$ cat config.mk
export PLATFORM = sky130hd
export DESIGN_NAME = vga_fb_arbiter
export DESIGN_NICKNAME = d
export VERILOG_FILES = /design/src/rtl/vga_fb_pkg.sv /design/src/rtl/vga_fb_arb_stats.sv /design/src/rtl/vga_fb_arbiter.sv
export SDC_FILE = /design/constraint.sdc
export NUM_CORES = 1
export LEC_CHECK = 0
export ABC_AREA = 1
export ABC_CLOCK_PERIOD_IN_PS = 1500
export CAP_MARGIN = 30
export CORE_AREA = 4 4 150 152
export DETAILED_ROUTE_END_ITERATION = 12
export DIE_AREA = 0 0 154 156
export PLACE_DENSITY = 0.58
export SKIP_LAST_GASP = 1
export SLEW_MARGIN = 5
export SYNTH_ARGS = -nofsm -noshare
export SYNTH_HDL_FRONTEND = slang
export SYNTH_SLANG_ARGS = --single-unit
$ cat constraint.sdc
create_clock -name pixel_clk -period 1.5 [get_ports pixel_clk]
set_input_delay 0.225 -clock pixel_clk [delete_from_list [all_inputs] [get_ports pixel_clk]]
set_output_delay 0.225 -clock pixel_clk [all_outputs]
set_load 0.01 [all_outputs]
$ cat src/rtl/vga_fb_pkg.sv
// Shared types and defaults for the framebuffer port arbiter.
package vga_fb_pkg;

    localparam int DEF_ADDR_W       = 32;
    localparam int DEF_DATA_W       = 32;
    localparam int DEF_WR_MAX_BURST = 16;

    typedef enum logic [1:0] {
        ARB_IDLE = 2'd0,
        ARB_DISP = 2'd1,
        ARB_WR   = 2'd2
    } arb_state_t;

    // Width of a counter that must hold 0..max inclusive.
    function automatic int cnt_w(input int max);
        return (max < 1) ? 1 : $clog2(max + 1);
    endfunction

endpackage

$ cat src/rtl/vga_fb_arb_stats.sv
// Arbiter statistics: ack and preemption counters, wrapping; clear beats increment.
// One-cycle update latency, no backpressure.
module vga_fb_arb_stats
    import vga_fb_pkg::*;
(
    input  logic        pixel_clk,
    input  logic        pixel_rst,
    input  logic        stat_clr,
    input  logic        disp_ack_evt,
    input  logic        wr_ack_evt,
    input  logic        preempt_evt,
    output logic [31:0] stat_disp_acks,
    output logic [31:0] stat_wr_acks,
    output logic [15:0] stat_preempts
);

    always_ff @(posedge pixel_clk) begin
        if (pixel_rst || stat_clr) begin
            stat_disp_acks <= '0;
            stat_wr_acks   <= '0;
            stat_preempts  <= '0;
        end else begin
            if (disp_ack_evt) stat_disp_acks <= stat_disp_acks + 32'd1;
            if (wr_ack_evt)   stat_wr_acks   <= stat_wr_acks + 32'd1;
            if (preempt_evt)  stat_preempts  <= stat_preempts + 16'd1;
        end
    end

endmodule

$ cat src/rtl/vga_fb_arbiter.sv
// Display-priority arbiter sharing one Wishbone framebuffer port; grant 1 cycle after cyc,
// writer is stalled (no ack) while not owner and preempted after WR_MAX_BURST acks. Stats: VGA_FB_ARB_STATS_EN.
module vga_fb_arbiter
    import vga_fb_pkg::*;
#(
    parameter int ADDR_W       = DEF_ADDR_W,
    parameter int DATA_W       = DEF_DATA_W,
    parameter int WR_MAX_BURST = DEF_WR_MAX_BURST
) (
    input  logic                  pixel_clk,
    input  logic                  pixel_rst,

    input  logic                  disp_cyc,
    input  logic                  disp_stb,
    input  logic                  disp_we,
    input  logic [ADDR_W-1:0]     disp_adr,
    input  logic [DATA_W-1:0]     disp_dat_w,
    input  logic [DATA_W/8-1:0]   disp_sel,
    output logic                  disp_ack,
    output logic [DATA_W-1:0]     disp_dat_r,

    input  logic                  wr_cyc,
    input  logic                  wr_stb,
    input  logic                  wr_we,
    input  logic [ADDR_W-1:0]     wr_adr,
    input  logic [DATA_W-1:0]     wr_dat_w,
    input  logic [DATA_W/8-1:0]   wr_sel,
    output logic                  wr_ack,
    output logic [DATA_W-1:0]     wr_dat_r,

    output logic                  wbm_cyc,
    output logic                  wbm_stb,
    output logic                  wbm_we,
    output logic [ADDR_W-1:0]     wbm_adr,
    output logic [DATA_W-1:0]     wbm_dat_w,
    output logic [DATA_W/8-1:0]   wbm_sel,
    input  logic                  wbm_ack,
    input  logic [DATA_W-1:0]     wbm_dat_r,

    input  logic                  stat_clr,
    output logic [31:0]           stat_disp_acks,
    output logic [31:0]           stat_wr_acks,
    output logic [15:0]           stat_preempts
);

    localparam int                BCNT_W    = cnt_w(WR_MAX_BURST);
    localparam logic [BCNT_W-1:0] BCNT_MAX  = BCNT_W'(WR_MAX_BURST);
    localparam logic [BCNT_W-1:0] BCNT_LAST = BCNT_W'(WR_MAX_BURST - 1);

    arb_state_t        state;
    arb_state_t        state_nxt;
    logic [BCNT_W-1:0] bcnt;
    logic              ack_ok;
    logic              burst_last;
    logic              preempt;

    // An ack arriving while reset is asserted belongs to an aborted beat.
    assign ack_ok     = wbm_ack & ~pixel_rst;
    assign burst_last = (bcnt >= BCNT_LAST);

    always_ff @(posedge pixel_clk) begin
        if (pixel_rst) begin
            state <= ARB_IDLE;
            bcnt  <= '0;
        end else begin
            state <= state_nxt;
            if (state != ARB_WR)
                bcnt <= '0;
            else if (ack_ok && bcnt != BCNT_MAX)
                bcnt <= bcnt + 1'b1;
        end
    end

    always_comb begin
        state_nxt = state;
        preempt   = 1'b0;
        case (state)
            ARB_IDLE: begin
                if (disp_cyc)
                    state_nxt = ARB_DISP;
                else if (wr_cyc)
                    state_nxt = ARB_WR;
            end
            ARB_DISP: begin
                if (!disp_cyc)
                    state_nxt = wr_cyc ? ARB_WR : ARB_IDLE;
            end
            ARB_WR: begin
                if (!wr_cyc) begin
                    state_nxt = disp_cyc ? ARB_DISP : ARB_IDLE;
                end else if (ack_ok && burst_last && disp_cyc) begin
                    state_nxt = ARB_DISP;
                    preempt   = 1'b1;
                end
            end
            default: state_nxt = ARB_IDLE;
        endcase
    end

    always_comb begin
        wbm_cyc   = 1'b0;
        wbm_stb   = 1'b0;
        wbm_we    = 1'b0;
        wbm_adr   = '0;
        wbm_dat_w = '0;
        wbm_sel   = '0;
        disp_ack  = 1'b0;
        wr_ack    = 1'b0;
        case (state)
            ARB_DISP: begin
                wbm_cyc   = disp_cyc;
                wbm_stb   = disp_stb;
                wbm_we    = disp_we;
                wbm_adr   = disp_adr;
                wbm_dat_w = disp_dat_w;
                wbm_sel   = disp_sel;
                disp_ack  = ack_ok;
            end
            ARB_WR: begin
                wbm_cyc   = wr_cyc;
                wbm_stb   = wr_stb;
                wbm_we    = wr_we;
                wbm_adr   = wr_adr;
                wbm_dat_w = wr_dat_w;
                wbm_sel   = wr_sel;
                wr_ack    = ack_ok;
            end
            default: ;
        endcase
    end

    assign disp_dat_r = wbm_dat_r;
    assign wr_dat_r   = wbm_dat_r;

`ifdef VGA_FB_ARB_STATS_EN
    vga_fb_arb_stats u_stats (
        .pixel_clk      (pixel_clk),
        .pixel_rst      (pixel_rst),
        .stat_clr       (stat_clr),
        .disp_ack_evt   (disp_ack),
        .wr_ack_evt     (wr_ack),
        .preempt_evt    (preempt),
        .stat_disp_acks (stat_disp_acks),
        .stat_wr_acks   (stat_wr_acks),
        .stat_preempts  (stat_preempts)
    );
`else
    logic unused_stat;
    assign unused_stat    = stat_clr ^ preempt;
    assign stat_disp_acks = '0;
    assign stat_wr_acks   = '0;
    assign stat_preempts  = '0;
`endif

endmodule

==> results.py, run 1 <==
metrics = {
    "critical_path": {
        "cp-end-kind": "output port",
        "critPathLaunchType": "flop",
        "worstPathBufferInverterCount": 5,
        "cpPeakStageDelay_ns": 0.36,
        "cp_max_fo": 5,
        "critPathArrivalTime_ns": 1.58,
        "cp_cell_sequence": "buf_6 > ha_4 > buf_6 > buf_12 > clkbuf_16 > nand2_2 > a21oi_1 > buf_2",
        "timing.critical_path.mode_cell": "buf_6",
        "critical_path_class": "flop to output port",
        "required_ns": 1.27,
        "critPathTopFamily": "buffers and inverters",
        "slowest_stage": "dfxtp_4",
    },
    "die": {
        "fp.dieH_um": 156,
        "rows": 53,
        "ios": 395,
        "die_x_um": 154,
        "start_util": 0.125,
        "core-area_um2": 21000,
        "die_area_um2": 24000,
    },
    "power": {
        "p_switching_mw": 5.09,
        "combPwrFrac": 0.927,
        "clkPwrFrac": 0.046,
        "seq_power_share": 0.027,
        "p_int_mw": 5.26,
        "vdd_ir_drop_max_v": 0.000744,
        "power.density_nw_per_um2": 1870,
        "swShare": 0.492,
        "p_leak_nw": 2.42,
        "finalPower_mw": 10.4,
    },
    "logic_synthesis": {
        "netlist_top_cells_area": "buf_4 (44%), nand2_1 (22%), a21oi_1 (15%)",
        "yosysTopAreaCell": "buf_4",
        "synth-main-ff-cell": "dfxtp_1",
        "synth_common_cells": "buf_4 (153), nand2_1 (152), a21oi_1 (76), inv_1 (15), nor2_1 (8)",
        "ys_seq_area_frac": 0.0535,
        "synth_top_area_frac": 0.438,
        "netlist_area_um2": 2620,
        "yosys.cell_types.count": 22,
        "ys_ff_latch": 7,
        "synth_edf_count": 0,
        "async_reset_ff_frac": 0,
        "synth_area_per_cell_um2": 5.74,
        "yosysWarnings": 0,
        "postSynthCellCount": 457,
        "synth_most_common_cell": "buf_4",
    },
    "placed_design": {
        "port_buffers": 217,
        "place.gp.congestion": 0.789,
        "placed_cell_area_um2": 4420,
        "place_hpwl_um": 8580,
    },
    "global_routing": {
        "gr-total-overflow": 0,
        "grt_pass1_wl_um": 18700,
        "grt_start_max_net_pins": 21,
        "grt_util_all_layers": 0.101,
        "grt_pass1_vias": 3064,
        "antenna_found_initial": 0,
    },
    "route": {
        "drc": 0,
        "drtIter0Drc": 196,
        "avgViaCountPerCell": 3.61,
        "drtPass1Iterations": 4,
        "wirelength_um": 16500,
        "via_count": 3347,
        "ant_nets": 0,
        "wl_per_cell_um": 17.7,
    },
    "final_layout": {
        "fin_area_um2": 5530,
        "area_growth_pct": 111,
        "drive_above_1_share": 0.378,
        "fin_nets": 839,
        "num_antenna_cells": 0,
        "post-route-util": 0.263,
    },
    "cts": {
        "clk_path_buf_depth": 2,
        "clockRootBuffer": "clkbuf_16",
        "worst_skew_pair.late_latency_ns": 0.24,
        "numCtsBuffers": 3,
        "clkTransAtPathRegs_ns": 0.04,
        "ctsHtreeMaxLevel": 1,
        "tritoncts": "yes",
        "cts_hold_buf": 0,
        "cts_sinks": 7,
    },
    "sta": {
        "skew_ns": 0.00166,
        "period_minus_slack_ns": 1.81,
        "setup_viol": 75,
        "fmax_mhz": 553,
        "setup_slack_ns": -0.308,
        "period_share": 1.21,
        "rsz0062_at_grt": "yes",
        "maxSlewViolCount": 0,
        "finalHoldViolations": 0,
    },
    "run_status": {
        "status": "finished with violations",
        "violations": "negative setup slack",
    },
    "worst_hold_path": {
        "hp-class": "input port to output port",
    },
    "run": {
        "cap_violations": 0,
    },
}
-- kinds of logic after synthesis --
group / share of synthesized area
other: 0.00143
AO/OA/AOI/OAI: 0.166
buffers and inverters: 0.487
XOR/XNOR: 0.00334
adder cells (fa/ha/maj): 0.0334
AND/OR/NAND/NOR: 0.255
flip-flops: 0.0535
-- path summary, 6_finish.rpt --
check,from,endpoint,slack [ns],cells past startpoint
setup reg to reg,state[0]$_SDFFE_PP0P_,state[0]$_SDFFE_PP0P_,-0.14,10
setup / recovery,state[0]$_SDFFE_PP0P_,wbm_dat_w[23],-0.31,8
hold reg to reg,bcnt[1]$_SDFFE_PP0P_,bcnt[1]$_SDFFE_PP0P_,0.50,2
hold / removal,wbm_dat_r[27],wr_dat_r[27],0.45,0
-- power by group through the flow --
stage | clock network (mW) | logic [mW] | registers, mW
floorplan | 0 | 2.81 | 0.248
global placement | 0 | 5.14 | 0.246
detailed placement | 0 | 5.15 | 0.247
CTS | 0.485 | 7.78 | 0.272
global route | 0.493 | 10.2 | 0.291
finish | 0.473 | 9.59 | 0.284
-- cell usage in the layout (no fill, tap or decap), drive strengths merged --
cell,n
nor3,1
inv,18
a21oi,77
nand3,4
xor2,1
nor2,9
buf,125
dfxtp,7
conb,80
clkbuf,15
nand2,156
nand4,1
ha,7
a21boi,1
o211ai,1
clkdlybuf4s50,144
o21ai,6
-- flip-flops by register name, summed over array words and instances, names as in the netlist --
| signal | flops |
|---|---|
| bcnt | 5 |
| state | 2 |
-- repair_timing --
| action | in CTS | in global routing |
|---|---|---|
| resized for setup | 293 | 168 |
| endpoints found under the setup margin | 77 | 79 |
| cloned | 12 | 14 |
| pin swaps | 15 | 45 |
| buffers inserted | 15 | 11 |
| hold endpoints to repair | 0 | 0 |
-- layout make-up --
type,instances,area [µm²]
Tap cell,275,344
Timing Repair Buffer,280,2900
Inverter,18,82.6
Fill cell,2317,15500
Sequential cell,7,148
Clock buffer,4,78.8
Multi-Input combinational cell,344,1980
-- routing by layer --
metal	up-vias	global-route usage	wire [µm]
li1	1605	-	-
met2	219	0.180	8170
met4	0	0.0437	432
met5	-	0	0
met3	37	0.0208	1290
met1	1486	0.117	6580
-- metrics by stage --
step | setup WS (ns) | TNS (ns) | hold slack [ns] | std cells
after floorplan | 0.0874 | 0 | 0.377 | 536
after global placement | -0.457 | -26.15 | 0.450 | 876
after detailed placement | -0.458 | -26.60 | 0.450 | 876
after CTS | -0.348 | -19.50 | 0.450 | 907
after global routing | -0.364 | -22.10 | 0.450 | 928
final | -0.308 | -16.72 | 0.450 | 928
(Power assumes the default switching activity.)
==> inputs of run 2 (changes only) <==
--- a/config.mk
+++ b/config.mk
@@ -7,7 +7,7 @@
 export LEC_CHECK = 0
 export ABC_AREA = 1
 export ABC_CLOCK_PERIOD_IN_PS = 1500
-export CAP_MARGIN = 30
+export CAP_MARGIN = 5
 export CORE_AREA = 4 4 150 152
 export DETAILED_ROUTE_END_ITERATION = 12
 export DIE_AREA = 0 0 154 156
==> results of run 2 <==
Same layout as run 1: the final DEF is identical, and so are final timing and power.
==> inputs of run 3 (changes only) <==
--- a/config.mk
+++ b/config.mk
@@ -11,6 +11,7 @@
 export CORE_AREA = 4 4 150 152
 export DETAILED_ROUTE_END_ITERATION = 12
 export DIE_AREA = 0 0 154 156
+export MAX_ROUTING_LAYER = met4
 export PLACE_DENSITY = 0.58
 export SKIP_LAST_GASP = 1
 export SLEW_MARGIN = 5
==> results.py, run 3 (synthesized netlist as in run 1, its figures left out) <==
metrics = {
    "sta": {
        "hold_ws_ns": 0.450,
        "fmax_mhz": 557,
        "period_share": 1.20,
        "skew_ns": 0.00159,
        "setup_slack_ns": -0.295,
        "setup_viol": 75,
        "finalHoldViolations": 0,
        "maxSlewViolCount": 0,
        "period_minus_slack_ns": 1.80,
        "setup-tns-final_ns": -16.60,
        "rsz0062_at_grt": "yes",
    },
    "cts": {
        "tritoncts": "yes",
        "clkTransAtPathRegs_ns": 0.04,
        "ctsHtreeMaxLevel": 1,
        "clk_path_buf_depth": 2,
        "cts_hold_buf": 0,
        "clockRootBuffer": "clkbuf_16",
        "worst_skew_pair.late_latency_ns": 0.24,
        "cts_sinks": 7,
        "numCtsBuffers": 3,
    },
    "die": {
        "fp.dieH_um": 156,
        "die_x_um": 154,
        "rows": 53,
        "ios": 395,
        "core-area_um2": 21000,
        "start_util": 0.125,
        "die_area_um2": 24000,
    },
    "route": {
        "via_count": 3370,
        "wirelength_um": 16600,
        "wl_per_cell_um": 17.8,
        "drtIter0Drc": 165,
        "ant_nets": 0,
        "drc": 0,
        "drtPass1Iterations": 4,
        "avgViaCountPerCell": 3.63,
    },
    "global_routing": {
        "grt_start_max_net_pins": 21,
        "grt_pass1_wl_um": 18700,
        "antenna_found_initial": 0,
        "grt_util_all_layers": 0.104,
        "grt_pass1_vias": 3069,
        "gr-total-overflow": 0,
    },
    "critical_path": {
        "cp_max_fo": 5,
        "worstPathBufferInverterCount": 5,
        "cp_cell_sequence": "buf_6 > ha_4 > buf_6 > buf_12 > clkbuf_16 > nand2_4 > a21oi_2 > buf_2",
        "slowest_stage": "dfxtp_4",
        "cpPeakStageDelay_ns": 0.36,
        "timing.critical_path.mode_cell": "buf_6",
        "critPathTopFamily": "buffers and inverters",
        "critical_path_class": "flop to output port",
        "critPathLaunchType": "flop",
        "critPathArrivalTime_ns": 1.57,
        "required_ns": 1.27,
        "cp-end-kind": "output port",
    },
    "final_layout": {
        "fill_cells": 2317,
        "area_growth_pct": 110,
        "num_antenna_cells": 0,
        "multiInputGateArea_um2": 1950,
        "regMostFlops": "bcnt",
        "final_common_cell": "clkdlybuf4s50_1",
        "drive_above_1_share": 0.373,
        "top_regs": "bcnt: 5 flops, state: 2 flops",
        "layout.cells.non_filler": 929,
        "post-route-util": 0.261,
        "fin_area_um2": 5500,
        "fin_nets": 840,
        "largest_register_ffs": 5,
        "final_cell_mix": "clkdlybuf4s50_1 (144), nand2_1 (115), conb_1 (80)",
        "seqCellArea_um2": 148,
    },
    "power": {
        "power.density_nw_per_um2": 1880,
        "finalPower_mw": 10.3,
        "p_leak_nw": 2.39,
        "vdd_ir_drop_max_v": 0.000699,
    },
    "placed_design": {
        "place_hpwl_um": 8580,
        "port_buffers": 217,
        "placed_cell_area_um2": 4420,
        "placed_cells": 876,
        "place.gp.congestion": 0.800,
        "place_ws_ns": -0.458,
    },
    "run_status": {
        "status": "finished with violations",
        "violations": "negative setup slack",
    },
    "run": {
        "cap_violations": 0,
    },
    "worst_hold_path": {
        "hp-class": "input port to output port",
    },
}
==> run 3: metal layers <==
layer	vias up	share of wire	GRT usage
met5	-	0	-
met4	0	0.033	0.0437
met3	44	0.074	0.0183
met2	222	0.49	0.180
met1	1495	0.40	0.118
li1	1609	-	-
==> run 3: timing repair <==
action                     4_1_cts  5_1_grt
gates resized for setup        293      155
cloned                          12       14
pin swaps                       15       36
setup buffers                   15       11
setup endpoints to repair       77       79
==> run 3: report_power, final <==
| part | internal [mW] | switching [mW] |
|---|---|---|
| Clock | 0.355 | 0.119 |
| Combinational | 4.64 | 4.94 |
| Sequential | 0.238 | 0.0456 |
| Total | 5.23 | 5.11 |
==> run 3: worst paths after layout <==
path / from / to / slack (ns) / cells past startpoint
max: state[0]$_SDFFE_PP0P_ / wbm_dat_w[27] / -0.30 / 8
min: wbm_dat_r[27] / wr_dat_r[27] / 0.45 / 0
min reg2reg: bcnt[1]$_SDFFE_PP0P_ / bcnt[1]$_SDFFE_PP0P_ / 0.50 / 2
max reg2reg: state[0]$_SDFFE_PP0P_ / state[0]$_SDFFE_PP0P_ / -0.14 / 10
==> run 3: worst reg2reg max path, stage by stage, from the launching register on <==
cell and delay (ns):
dfxtp_4 0.35, buf_6 0.12, ha_4 0.17, buf_6 0.13, buf_12 0.13, buf_6 0.14
buf_4 0.15, a21oi_4 0.16, nand3_1 0.10, nand2_1 0.06, nor2_1 0.03
==> run 3: cell type report <==
type	count	area share
timing repair buffer	281	0.527
clock buffer	4	0.0143
multi-input combinational	344	0.354
inverter	18	0.0150
tap	275	0.0626
sequential	7	0.0269
